## src/rtl/pattern_loader.sv

```systemverilog
// pattern_loader: samples a slow host serial port and turns each host bit into a one-cycle
// shift strobe for the pattern buffer. Define LOAD_PARITY_EN to append an even-parity bit per frame.
module pattern_loader #(
    parameter int BUFFER_SIZE  = 22,
    parameter int BUFFER_WIDTH = 8,
    parameter int SYNC_STAGES  = 2
) (
    input  logic clk,
    input  logic rst,
    input  logic host_sclk,
    input  logic host_cs_n,
    input  logic host_sdi,
    output logic host_sdo,
    input  logic buf_sout,
    output logic ssel,
    output logic sin,
    output logic load_busy,
    output logic load_done,
    output logic frame_err,
    output logic [$clog2(BUFFER_SIZE*BUFFER_WIDTH+2)-1:0] bit_count
);

    localparam int TOTAL = BUFFER_SIZE * BUFFER_WIDTH;
    localparam int CW    = $clog2(TOTAL + 2);
`ifdef LOAD_PARITY_EN
    localparam int FRAME_LEN = TOTAL + 1;
`else
    localparam int FRAME_LEN = TOTAL;
`endif
    localparam int SAT_LEN = FRAME_LEN + 1;

    localparam logic [CW-1:0] TOTAL_C = CW'(TOTAL);
    localparam logic [CW-1:0] FRAME_C = CW'(FRAME_LEN);
    localparam logic [CW-1:0] SAT_C   = CW'(SAT_LEN);
    localparam logic [CW-1:0] ONE_C   = CW'(1);

    localparam logic [0:0] IDLE  = 1'b0;
    localparam logic [0:0] SHIFT = 1'b1;

    logic [SYNC_STAGES-1:0] sclk_sync_q, sclk_sync_d;
    logic [SYNC_STAGES-1:0] cs_sync_q, cs_sync_d;
    logic [SYNC_STAGES-1:0] sdi_sync_q, sdi_sync_d;
    logic                   sclk_prev_q, sclk_prev_d;

    logic [0:0]    state_q, state_d;
    logic          ssel_q, ssel_d;
    logic          sin_q, sin_d;
    logic          ssel_dly_q, ssel_dly_d;
    logic          sdo_q, sdo_d;
    logic          busy_q, busy_d;
    logic          done_q, done_d;
    logic          err_q, err_d;
    logic [CW-1:0] count_q, count_d;
`ifdef LOAD_PARITY_EN
    logic          parity_q, parity_d;
`endif

    logic sclk_s;
    logic cs_s;
    logic sdi_s;
    logic rise;

    always_comb begin
        sclk_sync_d = {sclk_sync_q[SYNC_STAGES-2:0], host_sclk};
        cs_sync_d   = {cs_sync_q[SYNC_STAGES-2:0], host_cs_n};
        sdi_sync_d  = {sdi_sync_q[SYNC_STAGES-2:0], host_sdi};
        sclk_s      = sclk_sync_q[SYNC_STAGES-1];
        cs_s        = cs_sync_q[SYNC_STAGES-1];
        sdi_s       = sdi_sync_q[SYNC_STAGES-1];
        sclk_prev_d = sclk_s;
        rise        = sclk_s & ~sclk_prev_q;
    end

    // ssel/sin form a strobe with no backpressure: the buffer must shift sin in on every
    // clk where ssel=1, and a rise can never produce ssel on two consecutive cycles.
    always_comb begin
        state_d    = state_q;
        ssel_d     = 1'b0;
        sin_d      = 1'b0;
        ssel_dly_d = ssel_q;
        sdo_d      = sdo_q;
        busy_d     = busy_q;
        done_d     = 1'b0;
        err_d      = err_q;
        count_d    = count_q;
`ifdef LOAD_PARITY_EN
        parity_d   = parity_q;
`endif
        case (state_q)
            IDLE: begin
                sdo_d = 1'b0;
                if (!cs_s) begin
                    state_d  = SHIFT;
                    err_d    = 1'b0;
                    count_d  = '0;
                    busy_d   = 1'b1;
                    sdo_d    = buf_sout;
`ifdef LOAD_PARITY_EN
                    parity_d = 1'b0;
`endif
                end
            end
            SHIFT: begin
                if (cs_s) begin
                    // Frame end takes priority over a coincident rise; that bit is dropped.
                    state_d = IDLE;
                    busy_d  = 1'b0;
                    sdo_d   = 1'b0;
                    if (count_q == FRAME_C && !err_q) begin
                        done_d = 1'b1;
                    end else begin
                        err_d = 1'b1;
                    end
                end else begin
                    // One cycle after a strobe the buffer has shifted, so sout is the next old bit.
                    if (ssel_dly_q) begin
                        sdo_d = buf_sout;
                    end
                    if (rise) begin
                        if (count_q < TOTAL_C) begin
                            ssel_d   = 1'b1;
                            sin_d    = sdi_s;
                            count_d  = count_q + ONE_C;
`ifdef LOAD_PARITY_EN
                            parity_d = parity_q ^ sdi_s;
`endif
                        end
`ifdef LOAD_PARITY_EN
                        else if (count_q == TOTAL_C) begin
                            count_d = count_q + ONE_C;
                            if (sdi_s != parity_q) begin
                                err_d = 1'b1;
                            end
                        end
`endif
                        else begin
                            err_d   = 1'b1;
                            count_d = SAT_C;
                        end
                    end
                end
            end
            default: begin
                state_d = IDLE;
                busy_d  = 1'b0;
                sdo_d   = 1'b0;
            end
        endcase
    end

    always_ff @(posedge clk or posedge rst) begin
        if (rst) begin
            sclk_sync_q <= '0;
            cs_sync_q   <= '1;
            sdi_sync_q  <= '0;
            sclk_prev_q <= 1'b0;
            state_q     <= IDLE;
            ssel_q      <= 1'b0;
            sin_q       <= 1'b0;
            ssel_dly_q  <= 1'b0;
            sdo_q       <= 1'b0;
            busy_q      <= 1'b0;
            done_q      <= 1'b0;
            err_q       <= 1'b0;
            count_q     <= '0;
`ifdef LOAD_PARITY_EN
            parity_q    <= 1'b0;
`endif
        end else begin
            sclk_sync_q <= sclk_sync_d;
            cs_sync_q   <= cs_sync_d;
            sdi_sync_q  <= sdi_sync_d;
            sclk_prev_q <= sclk_prev_d;
            state_q     <= state_d;
            ssel_q      <= ssel_d;
            sin_q       <= sin_d;
            ssel_dly_q  <= ssel_dly_d;
            sdo_q       <= sdo_d;
            busy_q      <= busy_d;
            done_q      <= done_d;
            err_q       <= err_d;
            count_q     <= count_d;
`ifdef LOAD_PARITY_EN
            parity_q    <= parity_d;
`endif
        end
    end

    assign ssel      = ssel_q;
    assign sin       = sin_q;
    assign host_sdo  = sdo_q;
    assign load_busy = busy_q;
    assign load_done = done_q;
    assign frame_err = err_q;
    assign bit_count = count_q;

endmodule
```

## config.mk

```make
export PLATFORM = sky130hd
export DESIGN_NAME = pattern_loader
export DESIGN_NICKNAME = d
export VERILOG_FILES = /design/src/rtl/pattern_loader.sv
export SDC_FILE = /design/constraint.sdc
export NUM_CORES = 1
export LEC_CHECK = 0
export CAP_MARGIN = 20
export CORE_ASPECT_RATIO = 0.9
export CORE_MARGIN = 2
export CORE_UTILIZATION = 45
export DETAILED_ROUTE_END_ITERATION = 8
export GPL_ROUTABILITY_DRIVEN = 0
export PLACE_DENSITY = 0.71
export SETUP_SLACK_MARGIN = 0.02
export SKIP_CTS_REPAIR_TIMING = 1
export SLEW_MARGIN = 20
export SYNTH_ARGS = -nofsm -noshare
export SYNTH_HDL_FRONTEND = slang
export SYNTH_SLANG_ARGS = --single-unit
```

## constraint.sdc

```tcl
create_clock -name clk -period 4.57 [get_ports clk]
set_input_delay 0.914 -clock clk [delete_from_list [all_inputs] [get_ports clk]]
set_output_delay 0.914 -clock clk [all_outputs]
set_load 0.01 [all_outputs]
```

==> results of run 1 <==
[cell usage in the layout (no fill, tap or decap), types with 3 or more instances in the layout]
cell	netlist	final
dfrtp_1	21	21
clkdlybuf4s50_1	0	19
nor3_1	3	3
o21ai_0	5	5
a21oi_1	5	5
nor2b_1	3	3
inv_1	7	7
a2bb2oi_1	3	3
nor2_1	4	4
a22o_1	4	4
clkbuf_4	0	3
ha_1	5	5
[synth_stat cells, types with 2 or more instances]
| cell type | number | share of area (%) |
|---|---|---|
| a21oi_1 | 5 | 2.5 |
| a22o_1 | 4 | 3.5 |
| a2bb2oi_1 | 3 | 2.6 |
| dfrtp_1 | 21 | 52 |
| dfstp_2 | 2 | 5.2 |
| ha_1 | 5 | 6.2 |
| inv_1 | 7 | 2.6 |
| mux2_2 | 2 | 2.2 |
| nand3_1 | 2 | 1.0 |
| nand4_1 | 2 | 1.2 |
| nor2_1 | 4 | 1.5 |
| nor2b_1 | 3 | 1.9 |
| nor3_1 | 3 | 1.5 |
| o21ai_0 | 5 | 2.5 |
| o21ai_1 | 2 | 1.0 |
[kinds of logic (layout without fill, tap and decap cells)]
group           after synthesis  count (layout)  synth area share [%]
fa+ha+maj                     5               5                  6.23
compound gates               23              23                  16.4
flops                        23              23                  57.5
mux                           2               2                  2.24
simple gates                 24              24                  14.9
buf+inv                       7              30                  2.62
[per-stage QoR]
| stage | std cells | worst slack [ns] |
|---|---|---|
| floorplan | 84 | 2.98 |
| global placement | 130 | 2.60 |
| detailed placement | 130 | 2.58 |
| CTS | 134 | 2.29 |
| global route | 134 | 2.21 |
| finish | 134 | 2.29 |
[where the power goes]
| part | total (mW) | switching (mW) | internal, mW |
|---|---|---|---|
| clock network | 0.0952 | 0.0619 | 0.0333 |
| logic | 0.0597 | 0.0276 | 0.0322 |
| registers | 0.228 | 0.0117 | 0.216 |
[sequential cells by signal, indices dropped and copies added, names as in the netlist]
signal,cells
sin,1
host_sdo,1
frame_err,1
ssel_dly_q,1
load_busy,1
ssel,1
sclk_sync_q,2
state_q,1
cs_sync_q,2
bit_count,8
sclk_prev_q,1
load_done,1
sdi_sync_q,2
[layer usage]
| metal | track usage (%) | routed length (um) | part of all wire (%) |
|---|---|---|---|
| met1 | 25.1 | 846 | 48 |
| met2 | 20.9 | 816 | 46 |
| met3 | 3.68 | 81 | 4.6 |
| met4 | 5.13 | 10 | 0.57 |
| met5 | 0 | 0 | 0 |
[final cells by class]
class | instances | area (um^2)
Clock inverter | 1 | 7.51
Inverter | 7 | 26.3
Clock buffer | 3 | 22.5
Timing Repair Buffer | 19 | 190
Fill cell | 169 | 883
Tap cell | 27 | 33.8
Multi-Input combinational cell | 54 | 400
Sequential cell | 23 | 578
[path summary, 6_finish.rpt]
check,from,depth (start not counted),to
min in group asynchronous,rst,2,bit_count[1]
setup reg to reg,state_q,5,bit_count[2]
hold reg to reg,sclk_sync_q[0],0,sclk_sync_q[1]
hold / removal,sclk_sync_q[0],0,sclk_sync_q[1]
setup / recovery,bit_count[3],1,bit_count[3]
max in group asynchronous,rst,2,load_busy
==> qor.yml, run 1 <==
path_delay_family: "buffers and inverters"
ys_seq_area_share_pct: 57.5
path_cells: "clkdlybuf4s50_1"
root_buffer: "clkbuf_4"
max_slew_margin_pct: 43.1
arrival_ns: 1.37
grt_pass1_vias: 641
total_power_mw: 0.383
p_leak_nw: 0.548
placed_area_mm2: 0.00123
min_path_type: "reg2reg"
vias_per_cell: 5.40
clk_latency_ns: 0.31
reg2reg_slack_ns: 2.73
slew_violations: 0
core_mm2: 0.00214
tightest_slew_ns: 0.853
crit_path_max_incr_delay_ns: 0.58
status: "completed"
critPathLaunchType: "flop"
wl_per_cell_um: 13.1
synth.distinct_cells: 29
fin_crit_sh_pct: 50.0
cts.clk_slew.worst_paths_ns: 0.13
wl_um: 1760
drc_errors: 0
layout-drive-gt1-share_pct: 11.2
cap_violations: 0
final_util_pct: 58.8
cts_tree: "built"
cts_buffers: 3
area_growth_pct: 25.3
cts_max_level: 1
grt_antenna_before_repair: 0
ant_nets: 0
cpMaxStageDelayCell: "clkdlybuf4s50_1"
dr.pass1.iters: 4
clock_path_buffers: 2
clock_skew_ns: 0.00559
cts_sinks: 23
power_density_mw_per_mm2: 304
critPathRequiredTime_ns: 3.66
rsz0062_at_grt: "no"
finalCriticalPeriod_ns: 2.28
ys.flop_type: "dfrtp_1"
syn_avg_cell_area_um2: 12.0
synthCells: 84
grt_max_degree: 24
setup_violations: 0
hold_viol: 0
grt_first_pass_wirelength_um: 3030
portBuffers: 19
final_area_mm2: 0.00126
diodes: 0
gr-total-overflow: 0
dieHeight_um: 48.8
finalSetupTns_ns: 0
dieWidth_um: 53.8
cp_max_fo: 8
synthesis.nets: 95
cp-end-kind: "primary output"
nNetsFinal: 119
holdWs_ns: 0.364
drt_iter0_markers: 21
synth_seq_cells: 23
async_flop_share_pct: 100
dp_hpwl_um: 1290
path_buf_inv: 1
initial_utilization_pct: 46.9
rows: 16
num_vias: 723
syn-cell-area_mm2: 0.00100
yosysWarnings: 0
ios: 20
grt.total_usage_pct: 15.8
fmax_mhz: 438
synth-edff-count: 0
path_class: "reg2out"
peakVddDrop_mv: 0.221
dieArea_mm2: 0.00263
(Power assumes the default switching activity.)
==> inputs of run 2 (changes only) <==
==> constraint.sdc (replaced) <==
create_clock -name clk -period 2.35 [get_ports clk]
set_input_delay 0.47 -clock clk [delete_from_list [all_inputs] [get_ports clk]]
set_output_delay 0.47 -clock clk [all_outputs]
set_load 0.01 [all_outputs]
==> run 2 against run 1 <==
Register-to-register slack worse by 2.2 ns. Clock-buffer cell count unchanged. Critical path depth unchanged. Sequential power up 94%. Cell count up 0.75%. Setup slack worse by 1.8 ns. Highest routed layer unchanged. Total power up 97%. Critical endpoint unchanged. Final area up 0.60%. Critical path type unchanged.
==> qor.yml, run 2 (synthesized netlist as in run 1, its figures left out) <==
dr.pass1.iters: 4  # unchanged
finalSetupTns_ns: 0  # unchanged
clk_latency_ns: 0.31  # about the same
portBuffers: 19  # unchanged
tightest_slew_ns: 0.422  # was 0.853 ns
clock_path_buffers: 2  # unchanged
grt_pass1_vias: 722  # was 641
power_density_mw_per_mm2: 594  # was 304 mW/mm^2
switchingPower_mw: 0.203  # was 0.101 mW
status: "completed"  # unchanged
fin_crit_sh_pct: 79.5
largest_reg_flops: 8  # unchanged
dieArea_mm2: 0.00263  # unchanged
initial_utilization_pct: 46.9  # unchanged
path_delay_family: "buffers and inverters"  # unchanged
fmax_mhz: 535
grt.total_usage_pct: 17.1  # was 15.8%
critPathLaunchType: "flop"  # unchanged
path_class: "reg2out"  # unchanged
gr-total-overflow: 0  # unchanged
area_growth_pct: 26.0  # was 25.3%
diodes: 0  # unchanged
min_path_type: "reg2reg"  # unchanged
vias_per_cell: 5.36  # was 5.40
setup_violations: 0  # unchanged
grt_first_pass_wirelength_um: 3280  # was 3030 um
final_util_pct: 59.1  # was 58.8%
fin_ws_ns: 0.482  # was 2.29 ns
cp_max_fo: 8  # unchanged
layout-drive-gt1-share_pct: 12.0  # was 11.2%
cts_sinks: 23  # unchanged
crit_path_max_incr_delay_ns: 0.58  # about the same
grt_max_degree: 15  # was 24
swShare_pct: 27.0  # was 26.4%
p_leak_nw: 0.553  # was 0.548 nW
fillers: 171  # was 169
num_vias: 723  # unchanged
slew_violations: 0  # unchanged
cts.clk_slew.worst_paths_ns: 0.13  # about the same
clock_skew_ns: 0.00325  # was 0.00559 ns
finalCriticalPeriod_ns: 1.87
final_area_mm2: 0.00127  # was 0.00126 mm^2
core_mm2: 0.00214  # unchanged
rsz0062_at_grt: "no"  # unchanged
layout_common_cells: "dfrtp_1, clkdlybuf4s50_1, inv_1"  # unchanged
root_buffer: "clkbuf_4"  # unchanged
ios: 20  # unchanged
path_cells: "clkdlybuf4s50_1"  # unchanged
grt_antenna_before_repair: 0  # unchanged
arrival_ns: 1.40  # was 1.37 ns
holdWs_ns: 0.365  # was 0.364 ns
final_cell_count_no_fill: 135  # was 134
combPwrFrac_pct: 16.0  # was 15.6%
cts_max_level: 1  # unchanged
power_frac_seq_pct: 58.9  # was 59.5%
ant_nets: 0  # unchanged
rows: 16  # unchanged
nNetsFinal: 120  # was 119
drt_iter0_markers: 20  # was 21
hold_viol: 0  # unchanged
cts_tree: "built"  # unchanged
wl_um: 1900  # was 1760 um
critPathRequiredTime_ns: 1.88  # was 3.66 ns
layout_commonest_cell: "dfrtp_1"  # unchanged
dp_hpwl_um: 1440  # was 1290 um
cpMaxStageDelayCell: "clkdlybuf4s50_1"  # unchanged
max_slew_margin_pct: 71.6  # was 43.1%
post-place-cells: 131  # was 130
drc_errors: 0  # unchanged
cts_buffers: 3  # unchanged
place_ws_ns: 0.543  # was 2.58 ns
placed_area_mm2: 0.00124  # was 0.00123 mm^2
path_buf_inv: 1  # unchanged
cp-end-kind: "primary output"  # unchanged
p_int_mw: 0.549  # was 0.282 mW
wl_per_cell_um: 14.0  # was 13.1 um
total_power_mw: 0.752  # was 0.383 mW
dieHeight_um: 48.8  # unchanged
dieWidth_um: 53.8  # unchanged
peakVddDrop_mv: 0.617  # was 0.221 mV
cap_violations: 0  # unchanged
pwr-share-clk_pct: 25.2  # was 24.9%
## run 2: cell types whose count changed in the layout (fill, tap and decap cells not counted)
cell / change
buf_4: +1
## run 2: worst paths after layout
check | from | to | slack [ns] | cells past startpoint
worst min register to register | cs_sync_q[0] | cs_sync_q[1] | 0.36 | 0
worst max register to register | state_q | bit_count[2] | 0.49 | 5
max in group asynchronous | rst | cs_sync_q[1] | 1.33 | 3
worst min-delay path | cs_sync_q[0] | cs_sync_q[1] | 0.36 | 0
worst max-delay path | bit_count[3] | bit_count[3] | 0.48 | 1
min in group asynchronous | rst | bit_count[1] | 0.43 | 2
## run 2: cell type report
class | count | area (um^2) | share of cell area [%]
sequential | 23 | 578 | 45.7
multi-input combinational | 54 | 400 | 31.6
timing repair buffer | 20 | 198 | 15.6
tap | 27 | 33.8 | 2.67
inverter | 7 | 26.3 | 2.08
clock buffer | 3 | 22.5 | 1.78
clock inverter | 1 | 7.51 | 0.593
## run 2: per-layer routing
| layer | global-route usage (%) | vias up | share of wire (%) |
|---|---|---|---|
| li1 | - | 346 | - |
| met1 | 25.7 | 350 | 47 |
| met2 | 23.2 | 25 | 46 |
| met3 | 7.06 | 2 | 5.9 |
| met4 | 3.42 | 0 | 0.74 |
| met5 | 0 | - | 0 |
## run 2: power groups by stage
stage          registers (mW)  clock network, mW  logic, mW
6_report                0.443              0.189      0.120
5_1_grt                 0.447              0.215      0.135
4_1_cts                 0.443              0.195      0.122
3_5_place_dp            0.451                  0      0.121
3_3_place_gp            0.450                  0      0.117
2_1_floorplan           0.454                  0     0.0552
